File: src/rtl/instr_encoder_loader.sv
// Assembles symbolic instruction fields into 32-bit MIPS words and streams them
// into instruction memory, closing the program with a HALT terminator word.
module instr_encoder_loader #(
  parameter int                 NB_OP     = 6,
  parameter int                 NB_DATA   = 32,
  parameter int                 NB_ADDR   = 8,
  parameter logic [NB_DATA-1:0] HALT_WORD = 32'hFFFFFFFF
) (
  input  logic               clk,
  input  logic               i_rst,
  input  logic               i_start,
  input  logic               i_valid,
  output logic               o_ready,
  input  logic [4:0]         i_mnemonic,
  input  logic [4:0]         i_rs,
  input  logic [4:0]         i_rt,
  input  logic [4:0]         i_rd,
  input  logic [4:0]         i_shamt,
  input  logic [15:0]        i_imm,
  input  logic [25:0]        i_target,
  input  logic               i_done,
  output logic               o_imem_we,
  output logic [NB_ADDR-1:0] o_imem_addr,
  output logic [NB_DATA-1:0] o_imem_data,
  output logic [NB_ADDR-1:0] o_count,
  output logic               o_busy,
  output logic               o_load_done,
  output logic               o_error
);

  typedef enum logic [2:0] {IDLE, LOAD, WRITE, HALT, DONE} state_t;

  localparam logic [NB_ADDR-1:0] LAST_SLOT = {NB_ADDR{1'b1}};

  state_t               state, next_state;
  logic [NB_ADDR-1:0]   count, addr;
  logic [NB_DATA-1:0]   data, enc;
  logic                 error, legal, accept;
  logic [NB_OP-1:0]     op, funct;
  logic [4:0]           rs_f, rt_f, rd_f, sh_f;
  logic                 is_shift, is_rtype, is_jtype;

  always_comb begin
    op       = '0;
    funct    = '0;
    legal    = 1'b1;
    enc      = '0;
    case (i_mnemonic)
      5'd0:  funct = 6'b100001;
      5'd1:  funct = 6'b100011;
      5'd2:  funct = 6'b100100;
      5'd3:  funct = 6'b100101;
      5'd4:  funct = 6'b100110;
      5'd5:  funct = 6'b100111;
      5'd6:  funct = 6'b101010;
      5'd7:  funct = 6'b000000;
      5'd8:  funct = 6'b000010;
      5'd9:  funct = 6'b000011;
      5'd10: funct = 6'b001000;
      5'd11: funct = 6'b001001;
      5'd12: op = 6'b100011;
      5'd13: op = 6'b101011;
      5'd14: op = 6'b000100;
      5'd15: op = 6'b000101;
      5'd16: op = 6'b001000;
      5'd17: op = 6'b000010;
      5'd18: op = 6'b000011;
      5'd19: op = 6'b100000;
      5'd20: op = 6'b100001;
      5'd21: op = 6'b100100;
      5'd22: op = 6'b100101;
      5'd23: op = 6'b100111;
      5'd24: op = 6'b101000;
      5'd25: op = 6'b101001;
      5'd26: op = 6'b001101;
      5'd27: op = 6'b001110;
      5'd28: op = 6'b001111;
      5'd29: op = 6'b001010;
      5'd30: op = 6'b001100;
      default: legal = 1'b0;
    endcase
    is_shift = (i_mnemonic == 5'd7) || (i_mnemonic == 5'd8) || (i_mnemonic == 5'd9);
    is_rtype = (i_mnemonic <= 5'd11);
    is_jtype = (i_mnemonic == 5'd17) || (i_mnemonic == 5'd18);
    // Field zeroing: shifts and LUI have no rs; JR/JALR have no rt; JR has no rd
    rs_f = (is_shift || i_mnemonic == 5'd28) ? 5'd0 : i_rs;
    rt_f = (i_mnemonic == 5'd10 || i_mnemonic == 5'd11) ? 5'd0 : i_rt;
    rd_f = (i_mnemonic == 5'd10) ? 5'd0 : i_rd;
    sh_f = is_shift ? i_shamt : 5'd0;
    if (is_rtype)      enc = {op, rs_f, rt_f, rd_f, sh_f, funct};
    else if (is_jtype) enc = {op, i_target};
    else               enc = {op, rs_f, rt_f, i_imm};
  end

  always_ff @(posedge clk) begin
    if (i_rst) state <= IDLE;
    else       state <= next_state;
  end

  always_comb begin
    next_state  = state;
    o_ready     = (state == LOAD) && (count != LAST_SLOT);
    o_imem_we   = (state == WRITE) || (state == HALT);
    o_busy      = (state == LOAD) || (state == WRITE) || (state == HALT);
    o_load_done = (state == DONE);
    accept      = i_valid && o_ready;
    case (state)
      IDLE:  if (i_start) next_state = LOAD;
      LOAD: begin
        if (i_start)     next_state = LOAD;
        else if (accept) next_state = legal ? WRITE : LOAD;
        else if (i_done) next_state = HALT;
      end
      WRITE: next_state = LOAD;
      HALT:  next_state = i_start ? LOAD : DONE;
      DONE:  if (i_start) next_state = LOAD;
      default: next_state = IDLE;
    endcase
  end

  // A start seen during WRITE lets the write finish, then restarts on the way back to LOAD
  always_ff @(posedge clk) begin
    if (i_rst) begin
      count <= '0;
      error <= 1'b0;
      addr  <= '0;
      data  <= '0;
    end else begin
      case (state)
        WRITE: begin
          if (i_start) begin
            count <= '0;
            error <= 1'b0;
          end else begin
            count <= count + 1'b1;
          end
        end
        LOAD: begin
          if (i_start) begin
            count <= '0;
            error <= 1'b0;
          end else if (accept) begin
            if (!legal) begin
              error <= 1'b1;
            end else begin
              data <= enc;
              addr <= count;
            end
          end else begin
            if (i_valid) error <= 1'b1;
            if (i_done) begin
              addr <= count;
              data <= HALT_WORD;
            end
          end
        end
        default: begin
          if (i_start) begin
            count <= '0;
            error <= 1'b0;
          end
        end
      endcase
    end
  end

  assign o_imem_addr = addr;
  assign o_imem_data = data;
  assign o_count     = count;
  assign o_error     = error;

endmodule

File: config.mk
export PLATFORM = sky130hd
export DESIGN_NAME = instr_encoder_loader
export DESIGN_NICKNAME = d
export VERILOG_FILES = /design/src/rtl/instr_encoder_loader.sv
export SDC_FILE = /design/constraint.sdc
export NUM_CORES = 1
export LEC_CHECK = 0
export ABC_AREA = 1
export CAP_MARGIN = 40
export CORE_AREA = 2 2 92 94
export DETAILED_ROUTE_END_ITERATION = 16
export DIE_AREA = 0 0 94 96
export PLACE_DENSITY = 0.81
export SLEW_MARGIN = 20
export SYNTH_ARGS = -nofsm -noshare
export SYNTH_HDL_FRONTEND = slang
export SYNTH_SLANG_ARGS = --single-unit
File: constraint.sdc
create_clock -name clk -period 1.78 [get_ports clk]
set_input_delay 0.356 -clock clk [delete_from_list [all_inputs] [get_ports clk]]
set_output_delay 0.356 -clock clk [all_outputs]
set_load 0.005 [all_outputs]
==> metrics.md <==
| Metric | Value |
|---|---|
| Unrepaired setup endpoints after global routing | `true` |
| Switching Share | `0.269` |
| Cell area after synthesis | `3050 sq um` |
| Final clock skew | `about 0.010 ns` |
| Failing checks | `setup timing` |
| CTS Sinks | `52` |
| Standard-cell rows | `33` |
| Multi-input logic area | `1920 sq um` |
| Root buf cell | `clkbuf_8` |
| Worst Slack Setup Final | `-0.188 ns` |
| Worst Tran Pin Value | `between 0.4 and 0.5 ns` |
| Syn Area/Cell | `5.81 sq um` |
| Die area | `9020 sq um` |
| Worst-skew pair later-pin latency | `between 0.3 and 0.4 ns` |
| CP endpoint kind | `flop` |
| M1 WL | `4410 microns` |
| DRC Markers | `0` |
| Final nets | `slightly below 800` |
| I/O pins | `125` |
| First-pass GRT wire length | `16900 microns` |
| H-Tree Depth | `2` |
| Yosys cell types | `30` |
| RePlAce Congestion | `~0.90` |
| Layout area overhead | `80.3%` |
| Final setup fails | `42` |
| Vias in the first global route | `3814` |
| Comb pwr share | `0.275` |
| HPWL after DPL | `7710 microns` |
| Worst Path Max Fanout | `7` |
| Met3 routed WL | `~550 microns` |
| Yosys Warn Count | `0` |
| Num CTS Buffers | `5` |
| Reg area | `1050 sq um` |
| P per Cell Area | `roughly 560 nW/um^2` |
| Final ANT Viol Nets | `0` |
| Mapped Cells | `526` |
| CTS tree | `built` |
| Total wire length | `approximately 11000 microns` |
| # diodes | `0` |
| Cells after DPL | `802` |
| Slew Limit Headroom | `0.720` |
| GR Overflow Total | `0` |
| Flops & latches, synth | `52` |
| Run status | `finished with violations` |
| Pre-CTS setup slack | `-0.588 ns` |
| Worst EP required | `2.02 ns` |
| Fmax | `just over 500 MHz` |
| Antenna violations before repair | `0` |
| Chip height | `~96 microns` |
| Endpoints failing hold | `0` |
| CTS Buffer Depth | `2` |
| Core Region | `8050 sq um` |
| Worst Hold Class | `flop to flop` |
| Min cycle time layout | `between 1.5 and 2 ns` |
| Initial Util | `0.379` |
| Arrival @ worst endpoint | `2.21 ns` |
| Clock Power Share | `0.318` |
| Initial drt markers | `220` |
| MaxCap Viol Count | `0` |
| Port bufs | `~120` |
| Per-cell routed wire length | `13.5 microns` |
| Leak | `2.63 nW` |
| Top layer in use | `met4` |
| Prevailing post-synth register cell | `dfxtp_1` |
| Via Count | `4061` |
| Layout cells sized above 1 | `0.232` |
| Asr flop ratio synth | `0` |
| Router iterations before antenna repair | `6` |
| Largest net degree at the start of global routing | `41` |
| Worst setup SP type | `flop` |
| Slew Viols, Final | `0` |
| Critical path class | `flop to flop` |
| Post-Synthesis Net Count | `599` |
| Worst vdd ir | `approximately 0.37 mV` |
| Fin cells | `roughly 820` |
| Register area share after synthesis | `0.341` |
| Fill cells | `between 600 and 700` |
| Period utilisation layout | `1.11` |
| Post-synth EDFFs | `0` |
| Die width | `about 94 microns` |
| Setup total negative slack | `-6.17 ns` |
| Via/cell ratio | `slightly below 5` |
| Reg clk slew, reported paths | `0.10 ns` |
| Seq pwr share | `0.407` |
| Internal | `2.25 mW` |
| Routed wire length on met2 | `between 5000 and 6000 microns` |
| GRT Overall Usage | `0.232` |
| Sw power | `0.827 mW` |
[layout make-up]
type | instances | area share
clock buffer | 5 | 0.0125
clock inverter | 3 | 0.0125
inverter | 66 | 0.0452
multi-input combinational | 387 | 0.348
sequential | 52 | 0.190
tap | 105 | 0.0239
timing repair buffer | 206 | 0.368
[layer usage]
metal | global-route usage | vias to the layer above
met3 | 0.0266 | 31
met5 | 0 | -
met1 | 0.275 | 1863
li1 | - | 2007
met4 | 0.0821 | 0
met2 | 0.433 | 160
[kinds of logic after synthesis]
kind of cell / Yosys count / synth area share
fa+ha+maj: 1 / 0.00410
simple gates: 326 / 0.429
buf+inv: 87 / 0.116
compound gates: 59 / 0.107
xor+xnor: 1 / 0.00287
flops: 52 / 0.341
[synth_stat cells, types with 3 or more instances]
master	n	area share
nand2_1	154	0.19
nor2_1	124	0.15
inv_1	61	0.075
dfxtp_1	52	0.34
o21ai_0	31	0.051
nand3_1	30	0.049
a21oi_1	12	0.020
buf_2	10	0.016
nor3_1	9	0.015
a31oi_1	4	0.0082
buf_4	4	0.0098
clkbuf_1	4	0.0049
inv_2	4	0.0049
o21ai_1	4	0.0066
buf_1	3	0.0037
[layout by cell type (no fill, tap or decap), types with 3 or more instances in the layout]
cell and count:
nor2_2 12, nand3_2 4, nand2_4 9, nor3_1 6, inv_2 6, clkdlybuf4s50_1 116
a31oi_1 4, buf_6 6, o21ai_1 4, dlygate4sd2_1 3, nand2_2 18, buf_4 64
nor2_1 107, dfxtp_1 47, buf_16 3, a21oi_1 10, o21ai_0 31, clkbuf_8 5
nor3_2 4, dfxtp_2 5, clkbuf_2 4, nor2_4 6, nand3_1 27, inv_1 59
buf_12 6, nand2_1 127
[critical path: stages (launching register included)]
cell and delay [ns]:
dfxtp_2 0.35, ha_4 0.17, nand2_4 0.08, nor2_4 0.05, nand2_2 0.10, nor2_4 0.05, buf_6 0.11, nor3_4 0.15
nor2_1 0.07, nor2_2 0.14, nand3_4 0.12, buf_6 0.16, buf_12 0.13, nand2_1 0.05, nand2_1 0.04, nor2_1 0.12
[per-stage QoR]
step	hold slack (ns)	power (mW)	util	cell area [sq um]
finish	0.516	3.08	0.684	5510
CTS	0.487	3.03	0.661	5320
global route	0.553	3.21	0.684	5510
global placement	0.455	1.99	0.608	4900
detailed placement	0.460	2.01	0.608	4900
floorplan	0.428	1.57	-	3060
[registers in the layout, indices dropped and copies added (netlist names)]
signal	count
state	3
o_count	8
o_imem_addr	8
o_error	1
o_imem_data	32
[repair_timing]
action,in CTS,in global routing
gates cloned,4,2
hold buffers,0,0
setup endpoints to repair,46,46
pin swaps,13,10
buffers inserted,6,3
gates resized for setup,55,52
[power groups by stage]
stage	logic, mW	clock network [mW]	registers (mW)
finish	0.847	0.978	1.25
global route	0.924	1.03	1.26
CTS	0.790	0.987	1.25
detailed placement	0.729	0	1.28
global placement	0.715	0	1.27
floorplan	0.293	0	1.28
[path summary, 6_finish.rpt]
path | slack [ns] | start | endpoint | cells after the start
min reg2reg | 0.52 | o_imem_data[20] | o_imem_data[20] | 4
max reg2reg | -0.19 | o_count[0] | o_imem_data[27] | 15
max | -0.19 | o_count[0] | o_imem_data[27] | 15
min | 0.52 | o_imem_data[20] | o_imem_data[20] | 4
No activity file was read; power rests on OpenSTA's default activity.
